<file path="src/rtl/spi_exe_pkg.sv">
// Shared types and constants for the SPI execute unit: opcode and FSM
// state encodings, flag bit positions and the opcode field width.
// The optional multiplier is enabled with the SPI_EXE_MUL_EN macro.
package spi_exe_pkg;

  // Width of the serial opcode field
  localparam int OP_W = 4;

  // Flag positions inside the 4-bit NZCV nibble (N is sent first)
  localparam int FLAG_N = 3;
  localparam int FLAG_Z = 2;
  localparam int FLAG_C = 1;
  localparam int FLAG_V = 0;

  typedef enum logic [OP_W-1:0] {
    OP_ADD  = 4'd0,
    OP_SUB  = 4'd1,
    OP_AND  = 4'd2,
    OP_OR   = 4'd3,
    OP_XOR  = 4'd4,
    OP_SHL  = 4'd5,
    OP_SHR  = 4'd6,
    OP_PASS = 4'd7,
    OP_MUL  = 4'd8
  } opcode_e;

  typedef enum logic [2:0] {
    ST_IDLE,
    ST_LOAD_A,
    ST_LOAD_B,
    ST_LOAD_OP,
    ST_EXEC,
    ST_SHIFT_OUT,
    ST_WAIT_CS
  } state_e;

endpackage

</file>
<file path="src/rtl/spi_exe_alu.sv">
// Combinational ALU for the SPI execute unit. Produces a W-bit result and
// NZCV flags; flags an unsupported opcode with o_inv (result/flags forced 0).
// SPI_EXE_MUL_EN adds opcode 8 (MUL); without it opcode 8 is unsupported.
module spi_exe_alu
  import spi_exe_pkg::*;
#(
  parameter int W = 8
) (
  input  logic [W-1:0]    i_a,
  input  logic [W-1:0]    i_b,
  input  logic [OP_W-1:0] i_op,
  output logic [W-1:0]    o_res,
  output logic [3:0]      o_flags,
  output logic            o_inv
);

  localparam int SHW = $clog2(W);

  logic [W:0]   w_sum;
  logic [W:0]   w_diff;
  logic [W-1:0] w_res;
  logic         w_c;
  logic         w_v;
  logic         w_inv;

  // Bit W of the extended sum is the carry; of the extended difference, the borrow
  assign w_sum  = {1'b0, i_a} + {1'b0, i_b};
  assign w_diff = {1'b0, i_a} - {1'b0, i_b};

`ifdef SPI_EXE_MUL_EN
  logic [2*W-1:0] w_prod;
  assign w_prod = i_a * i_b;
`endif

  // Operation select; anything not listed is an unsupported opcode
  always_comb begin
    w_res = '0;
    w_c   = 1'b0;
    w_v   = 1'b0;
    w_inv = 1'b0;
    case (i_op)
      OP_ADD: begin
        w_res = w_sum[W-1:0];
        w_c   = w_sum[W];
        w_v   = (i_a[W-1] == i_b[W-1]) && (w_sum[W-1] != i_a[W-1]);
      end
      OP_SUB: begin
        w_res = w_diff[W-1:0];
        w_c   = w_diff[W];
        w_v   = (i_a[W-1] != i_b[W-1]) && (w_diff[W-1] != i_a[W-1]);
      end
      OP_AND:  w_res = i_a & i_b;
      OP_OR:   w_res = i_a | i_b;
      OP_XOR:  w_res = i_a ^ i_b;
      OP_SHL:  w_res = i_a << i_b[SHW-1:0];
      OP_SHR:  w_res = i_a >> i_b[SHW-1:0];
      OP_PASS: w_res = i_a;
`ifdef SPI_EXE_MUL_EN
      OP_MUL: begin
        w_res = w_prod[W-1:0];
        w_c   = |w_prod[2*W-1:W];
      end
`endif
      default: w_inv = 1'b1;
    endcase
  end

  // Flag packing; an invalid opcode reports all-zero flags (Z included)
  always_comb begin
    o_flags         = '0;
    o_res           = w_res;
    o_inv           = w_inv;
    if (!w_inv) begin
      o_flags[FLAG_N] = w_res[W-1];
      o_flags[FLAG_Z] = (w_res == '0);
      o_flags[FLAG_C] = w_c;
      o_flags[FLAG_V] = w_v;
    end
  end

endmodule

</file>
<file path="src/rtl/spi_exe_unit_2.sv">
// SPI-framed execute unit: shifts in A, B (W bits each, MSB first) and a
// 4-bit opcode while i_cs is low, runs the ALU for one edge, then shifts
// {result, N, Z, C, V} out on o_miso. Raising i_cs mid-frame aborts.
// Optional MUL opcode: define SPI_EXE_MUL_EN (handled in spi_exe_alu).
module spi_exe_unit_2
  import spi_exe_pkg::*;
#(
  parameter int W = 8  // legal 4..32
) (
  input  logic i_sclk,
  input  logic i_rst,
  input  logic i_cs,
  input  logic i_mosi,
  output logic o_miso,
  output logic o_busy,
  output logic o_abort,
  output logic o_inv_op
);

  localparam int SW = W + 4;             // result plus NZCV
  localparam int CW = $clog2(SW + 1);

  state_e          r_state, w_state_next;
  logic [CW-1:0]   r_cnt, w_cnt_next;
  logic [W-2:0]    r_sin, w_sin_next;    // bits received so far in the current field
  logic [W-1:0]    r_a, w_a_next;
  logic [W-1:0]    r_b, w_b_next;
  logic [OP_W-1:0] r_op, w_op_next;
  // Doubles as the result register: loaded at EXEC, shifted in SHIFT_OUT,
  // untouched by an abort
  logic [SW-1:0]   r_sout, w_sout_next;
  logic            r_abort, w_abort_next;

  logic [W-1:0]    w_shift_in;
  logic [W-1:0]    w_alu_res;
  logic [3:0]      w_alu_flags;
  logic            w_alu_inv;

  assign w_shift_in = {r_sin, i_mosi};

  spi_exe_alu #(.W(W)) u_alu (
    .i_a     (r_a),
    .i_b     (r_b),
    .i_op    (r_op),
    .o_res   (w_alu_res),
    .o_flags (w_alu_flags),
    .o_inv   (w_alu_inv)
  );

  // State and datapath registers with synchronous active-low reset
  always_ff @(posedge i_sclk) begin
    if (!i_rst) begin
      r_state <= ST_IDLE;
      r_cnt   <= '0;
      r_sin   <= '0;
      r_a     <= '0;
      r_b     <= '0;
      r_op    <= '0;
      r_sout  <= '0;
      r_abort <= 1'b0;
    end else begin
      r_state <= w_state_next;
      r_cnt   <= w_cnt_next;
      r_sin   <= w_sin_next;
      r_a     <= w_a_next;
      r_b     <= w_b_next;
      r_op    <= w_op_next;
      r_sout  <= w_sout_next;
      r_abort <= w_abort_next;
    end
  end

  // Next-state and datapath control; fields commit only on their last bit
  always_comb begin
    w_state_next = r_state;
    w_cnt_next   = r_cnt;
    w_sin_next   = r_sin;
    w_a_next     = r_a;
    w_b_next     = r_b;
    w_op_next    = r_op;
    w_sout_next  = r_sout;
    w_abort_next = 1'b0;
    case (r_state)
      ST_IDLE: begin
        if (!i_cs) begin
          w_sin_next   = {{(W-2){1'b0}}, i_mosi};
          w_cnt_next   = CW'(1);
          w_state_next = ST_LOAD_A;
        end
      end
      ST_LOAD_A, ST_LOAD_B, ST_LOAD_OP: begin
        if (i_cs) begin
          w_state_next = ST_IDLE;
          w_cnt_next   = '0;
          w_abort_next = 1'b1;
        end else begin
          w_sin_next = w_shift_in[W-2:0];
          w_cnt_next = r_cnt + CW'(1);
          if (r_state == ST_LOAD_A && r_cnt == CW'(W - 1)) begin
            w_a_next     = w_shift_in;
            w_cnt_next   = '0;
            w_state_next = ST_LOAD_B;
          end else if (r_state == ST_LOAD_B && r_cnt == CW'(W - 1)) begin
            w_b_next     = w_shift_in;
            w_cnt_next   = '0;
            w_state_next = ST_LOAD_OP;
          end else if (r_state == ST_LOAD_OP && r_cnt == CW'(OP_W - 1)) begin
            w_op_next    = w_shift_in[OP_W-1:0];
            w_cnt_next   = '0;
            w_state_next = ST_EXEC;
          end
        end
      end
      ST_EXEC: begin
        if (i_cs) begin
          w_state_next = ST_IDLE;
          w_abort_next = 1'b1;
        end else begin
          w_sout_next  = {w_alu_res, w_alu_flags};
          w_cnt_next   = '0;
          w_state_next = ST_SHIFT_OUT;
        end
      end
      ST_SHIFT_OUT: begin
        if (i_cs) begin
          w_state_next = ST_IDLE;
          w_cnt_next   = '0;
          w_abort_next = 1'b1;
        end else begin
          w_sout_next = {r_sout[SW-2:0], 1'b0};
          if (r_cnt == CW'(SW - 1)) begin
            w_cnt_next   = '0;
            w_state_next = ST_WAIT_CS;
          end else begin
            w_cnt_next = r_cnt + CW'(1);
          end
        end
      end
      ST_WAIT_CS: begin
        if (i_cs) begin
          w_state_next = ST_IDLE;
        end
      end
      default: begin
        w_state_next = ST_IDLE;
        w_cnt_next   = '0;
      end
    endcase
  end

  assign o_busy   = (r_state != ST_IDLE);
  assign o_miso   = (r_state == ST_SHIFT_OUT) && r_sout[SW-1];
  assign o_abort  = r_abort;
  assign o_inv_op = (r_state == ST_EXEC) && w_alu_inv;

endmodule

</file>
<file path="config.mk">
export PLATFORM = sky130hd
export DESIGN_NAME = spi_exe_unit_2
export DESIGN_NICKNAME = d
export VERILOG_FILES = /design/src/rtl/spi_exe_pkg.sv /design/src/rtl/spi_exe_alu.sv /design/src/rtl/spi_exe_unit_2.sv
export SDC_FILE = /design/constraint.sdc
export NUM_CORES = 1
export LEC_CHECK = 0
export ABC_CLOCK_PERIOD_IN_PS = 5000
export CAP_MARGIN = 20
export CORE_ASPECT_RATIO = 0.7
export CORE_MARGIN = 2
export CORE_UTILIZATION = 40
export CTS_BUF_LIST = sky130_fd_sc_hd__clkbuf_2 sky130_fd_sc_hd__clkbuf_4 sky130_fd_sc_hd__clkbuf_8
export CTS_CLUSTER_SIZE = 10
export DETAILED_ROUTE_END_ITERATION = 10
export GPL_TIMING_DRIVEN = 0
export HOLD_SLACK_MARGIN = 0.08
export PLACE_DENSITY = 0.57
export SETUP_SLACK_MARGIN = 0.2
export SLEW_MARGIN = 20
export SYNTH_ARGS = -nofsm -noshare
export SYNTH_HDL_FRONTEND = slang
export SYNTH_HIERARCHICAL = 1
export SYNTH_SLANG_ARGS = --single-unit
</file>
<file path="constraint.sdc">
create_clock -name i_sclk -period 5 [get_ports i_sclk]
set_input_delay 0.5 -clock i_sclk [delete_from_list [all_inputs] [get_ports i_sclk]]
set_output_delay 0.5 -clock i_sclk [all_outputs]
set_load 0.02 [all_outputs]
</file>
======== Word-level counts from Yosys, hierarchy flattened ========
Index checks and enable logic that the tools add are counted.
word-level totals
  ROM bits ................................ 0
  input port bits ......................... 4
  memory bits (writable) .................. 0
  latch bits .............................. 0
  logic and storage cells ................. 102
  output and inout bits ................... 4
  flip-flop bits (word level) ............. 47
  memories ................................ 0
operators by class
  $lt $le $gt $ge ......................... 0
  multiplexer cells ....................... 31
  shifts and indexed selects .............. 2
  reductions and logical operators ........ 24
  bitwise operators ....................... 7
  eq/ne operators ......................... 27
  multiply operators ...................... 0
  add/subtract/negate cells ............... 3
  div/mod/pow operators ................... 0
operators by type and width
  operator                                        number
  one-hot mux 8 bit (8 select lines)              1
  2-to-1 mux 4 bit                                9
  2-to-1 mux 3 bit                                9
  2-to-1 mux 12 bit                               2
  one-hot mux 12 bit (2 select lines)             1
  == test 4 x 3 -> 1 bit (second input constant)  5
  one-hot mux 4 bit (5 select lines)              1
  one-hot mux 3 bit (5 select lines)              1
  2-to-1 mux 7 bit                                2
  one-hot mux 7 bit (2 select lines)              1
  == test 4 x 2 -> 1 bit (second input constant)  3
  AND reduction 3 bit                             4
  != test 2 bit (second input constant)           5
  adder 8 x 8 -> 9 bit                            1
  == test 3 bit (second input constant)           3
  subtractor 8 x 8 -> 9 bit                       1
  AND 8 bit                                       1
  logical NOT 8 bit                               1
  OR 8 bit                                        1
  AND reduction 4 bit                             2
  OR reduction 8 bit                              1
  << shifter 8 x 3 -> 8 bit                       1
  >> shifter 8 x 3 -> 8 bit                       1
  XOR 8 bit                                       1
  other kinds (21)                                36

======== Depth between registers and ports, before layout ========
  depth after elaboration ................. 7
  gate-level depth with buffers ........... 14
  depth with buffers taken out ............ 13

======== Modules after synthesis ========
Netlist, hierarchy kept.
modules (own cells, without submodules)
  module          times used  area each (um2)  seq. area each (um2)  cells each
  spi_exe_unit_2  1           2148.3           940.9                 216
  spi_exe_alu     1           1764.2           0.0                   231

======== Worst setup path before layout ========
No wires, ideal clock.
  kind .................................... reg2reg
  start ................................... register r_b[1]
  end ..................................... register r_sout[2]
  stages on the path, launching flop included .. 14
  arrival time ............................ 2.973 ns
  library setup time ...................... 0.059 ns
  setup slack ............................. 1.968 ns
  required time ........................... 4.941 ns
  clock period less this slack ............ 3.032 ns
  buffers on the path ..................... 2
  cell sequence ........................... dfxtp_1 buf_2 buf_2 inv_1 ha_1 o21bai_1 a2111oi_2 a221o_1 a2111o_1 nor4_1 and4b_1 mux2i_1 nand2_1 o211a_1
on the way
  longest elaborated chain between the ends .. 6
  elaborated cells on any way between the ends .. 12
ends and longest elaborated chain
  what                                                     RTL line               text
  start: declaration                                       spi_exe_unit_2.sv:27   logic [W-1:0] r_b, w_b_next;
  start signal: assignment                                 spi_exe_unit_2.sv:66   r_b <= w_b_next;
  subtractor 8 x 8 -> 9 bit, or another cell as far along  spi_exe_alu.sv:28      assign w_diff = {1'b0, i_a} - {1'b0, i_b};
  one-hot mux 8 bit (8 select lines) *                     spi_exe_alu.sv:41      case (i_op)
  via w_alu_res[5]                                         spi_exe_unit_2.sv:35   logic [W-1:0] w_alu_res;
  logical NOT 8 bit *                                      spi_exe_alu.sv:75      o_flags[FLAG_Z] = (w_res == '0);
  2-to-1 mux 4 bit *                                       spi_exe_alu.sv:73      if (!w_inv) begin
  via w_alu_flags[2]                                       spi_exe_unit_2.sv:36   logic [3:0] w_alu_flags;
  2-to-1 mux 12 bit *                                      spi_exe_unit_2.sv:115  if (i_cs) begin
  one-hot mux 12 bit (2 select lines) *                    spi_exe_unit_2.sv:83   case (r_state)
  end signal: assignment                                   spi_exe_unit_2.sv:68   r_sout <= w_sout_next;
  end: declaration                                         spi_exe_unit_2.sv:31   logic [SW-1:0] r_sout, w_sout_next;
Mark *: on every way through the listed nets, which the timed path passes. The rest lies on a longest branch. The select of a mux whose other input is x is not followed.
A chain may end at the register's enable or synchronous reset.

======== Final worst setup path ========
Same ends and word-level chain as after synthesis.

==> results.md <==
| Item | This run |
| --- | --- |
| Largest incremental delay on the critical path | 610 ps |
| Met3 layer usage reported by global route | 0.0362 |
| Most used cells in the layout excluding fill and tap cells | dfxtp_1, mux2i_1, nand2_1 |
| Max-slew violation count | 0 |
| Share of the core filled with cells | 0.440 |
| CP cell instances | buf_2 > buf_2 > inv_1 > ha_1 > o21bai_1 > a2111oi_2 > o221ai_1 > a2111o_1 > nor4_1 > and4b_1 > mux2i_1 > nand2_1 > o211a_1 |
| Start point of the worst hold path | r_cnt[1] |
| Number of diodes added for antenna fixing | 0 |
| Met2 Resource Use GR | 0.294 |
| Overall die area | 0.0106 mm^2 |
| Quantity of gates resized following cts | 0 |
| FF-to-FF Start | r_b[1] |
| Cell family contributing the most delay on the critical path | compound AO/OA/AOI/OAI gates |
| Placed wire-length estimate | 8040 um |
| Non-filler cells in the finished layout | 589 |
| Power, Total | 896 uW |
| Count of cell types in the netlist | 75 |
| Via Count | 3434 |
| Cell at the slowest stage of the critical path | a2111oi_2 |
| Vias per inst | 5.83 |
| Most used cell along the critical path | buf_2 |
| Worst path bufs/invs | 3 |
| Via count of the first global-routing pass | 3135 |
| Layer with the highest usage | met1 |
| Tcrit/Tclk final | 0.753 |
| Worst hold path endpoint | r_cnt[1] |
| Total of buffers placed on input and output ports | 6 |
| Primary FF master, synth | dfxtp_1 |
| Flops & latches, synth | 47 |
| R2r endpoint | r_sout[2] |
| Setup total negative slack | 0 ps |
| Kind of path behind the tightest hold check | reg -> reg |
| Met1 Track Usage GR | 0.327 |
| Core ar. | 0.00961 mm^2 |
| WS Path Type | reg -> reg |
| Top Ports | 8 |
| Final worst clock skew | 9.98 ps |
| Yosys synthesis warning count | 6 |
| EDFF count, synth | 0 |
| Worst EP arrival | 4010 ps |
| Final weighted congestion in routability-driven placement | 0.988 |
| Post-CTS setup buffer count | 0 |
| Die width | 122 um |
| Die Span Y | 86.7 um |
| Cell at the root of the clock tree | clkbuf_8 |
| Relative slew slack | 0.453 |
| Fin crit period | 3760 ps |
| RSZ-0062 raised after global routing | no |
| Count of H-tree levels built during CTS | 2 |
| Antenna violations before repair | 0 |
| CTS hold repair buffers | 0 |
| Worst reg2reg setup slack | 1240 ps |
| Iteration count of the initial detailed-routing pass | 5 |
| Proportion of layout cells with a drive suffix above 1 | 0.104 |
| Number of buffers between clock root and the deepest sink | 2 |
| Average instance area after synthesis | 8.75 um^2 |
| Number of cells in the design after placement | 581 |
| Static leakage power | 1.84 nW |
| Leading cell type in the layout, fill and taps excluded | dfxtp_1 |
| Worst slack, placed | 1320 ps |
| Reg2reg path depth | 13 |
| CP Capture Type | flop |
| Clock tree from TritonCTS | yes |
| Final critical-path setup slack | 1240 ps |
| Worst voltage drop across the vdd grid | 149 uV |
| Clock transition at the registers of the reported paths | 100 ps |
| Syn Inst Count | 447 |
| Area after detailed placement | 0.00413 mm^2 |
| Post-synthesis instance area | 0.00391 mm^2 |
| Maximum fanout count along the critical path | 10 |
| Post-DR wirelength/cell | 17.9 um |
| Source-to-sink clock delay at the later pin of the worst-skew pair | 310 ps |
| Number of cells traversed by the worst hold path | 2 |
| Total grt overflow | 0 |
| Number of clock sinks | 47 |
| Category of the worst setup path launch point | flop |
| Starting DRT DRC Count | 357 |
| Hold Vio Cnt, Final | 0 |
| Total Routing Usage GR | 0.207 |
| Maximum number of pins on one net before global-route repair | 17 |
| Power per standard cell area | 212 mW/mm^2 |
| Run status | finished, final reports clean |
| Count of antenna-violating nets left after detailed routing | 0 |
| Final Setup Violations | 0 |
| MaxCap Viol Count | 0 |
| Synth-to-layout area growth | 7.99% |
| Standard-cell rows | 30 |
| Critical path data required time | 5250 ps |
| Starting density of the core | 0.407 |
| Maximum achievable frequency | 0.266 GHz |
| Total non-filler cell area in the finished layout | 0.00423 mm^2 |
| Total Routed Length | 10600 um |
| DRC violation count after routing | 0 |
| Fin Hold WS | 496 ps |
| Post-layout nets | 492 |
| Synthesized net count | 479 |
| Number of buffers added by the clock tree synthesis step | 5 |
| Sequential area share after synthesis | 0.240 |
| Fraction of synthesis flops using an asynchronous set or reset pin | 0 |
| Worst Max-Slew Pin Slew | 809 ps |
| Wire length of the first global-routing pass | 17200 um |
## how the worst max path moves through the flow
stage | start | endpoint | cells after the start
final | r_b[1] | r_sout[2] | 13
after global routing | r_b[1] | r_sout[2] | 14
after CTS | r_b[1] | r_sout[2] | 13
after detailed placement | r_b[1] | r_sout[2] | 13
after global placement | r_b[1] | r_sout[2] | 13
after floorplan | r_b[1] | r_sout[2] | 13
## Yosys cell counts, types with 6 or more instances
master | n | area (um^2)
mux4_2 | 7 | 158
a21oi_1 | 20 | 100
nand3_1 | 9 | 45.0
a22oi_1 | 13 | 97.6
nor3_1 | 9 | 45.0
o21ai_0 | 10 | 50.1
o211ai_1 | 6 | 45.0
buf_2 | 16 | 80.1
nor2b_1 | 32 | 200
mux2i_1 | 41 | 410
nor2_1 | 24 | 90.1
o211a_1 | 12 | 120
inv_1 | 23 | 86.3
clkbuf_1 | 10 | 37.5
dfxtp_1 | 47 | 941
nand2_1 | 37 | 139
ha_1 | 26 | 325
## area by class of cell
cell class | instances | area, um^2
tap | 128 | 160
clock buffer | 5 | 68.8
sequential | 47 | 941
buffer | 33 | 179
inverter | 24 | 90.1
timing repair buffer | 6 | 60.1
fill | 977 | 5380
multi-input combinational | 343 | 2700
clock inverter | 3 | 23.8
## routing by layer
layer,wire length [um],vias to the layer above
met1,5540,1652
met5,0,-
met2,4220,114
li1,-,1661
met3,755,7
met4,57,0
## where the power goes
part           switching (mW)  internal, mW
logic                   0.133        0.0983
registers              0.0228         0.402
clock network           0.139         0.100
total                   0.295         0.600
## cells by family (layout without fill, tap and decap cells)
logic type      count (synthesis)  after routing  synth area share
fa+ha+maj                      28             28            0.0934
compound gates                111            111             0.215
simple gates                  149            149             0.213
mux                            50             50             0.159
flops                          47             47             0.240
buf+inv                        57             71            0.0688
xor+xnor                        5              5            0.0112
## flip-flops by register name (all words and copies together) (netlist names)
name and count:
o_abort 1, r_a 8, r_b 8, r_cnt 4, r_op 4, r_sin 7
r_sout 12, r_state 3
## worst reg2reg max path, stage by stage (launching register included)
cell and delay [ps]:
dfxtp_1 500, buf_2 310, buf_2 290, inv_1 150
ha_1 340, o21bai_1 110, a2111oi_2 610, o221ai_1 190
a2111o_1 430, nor4_1 250, and4b_1 230, mux2i_1 70
nand2_1 80, o211a_1 140
(Power assumes the default switching activity.)
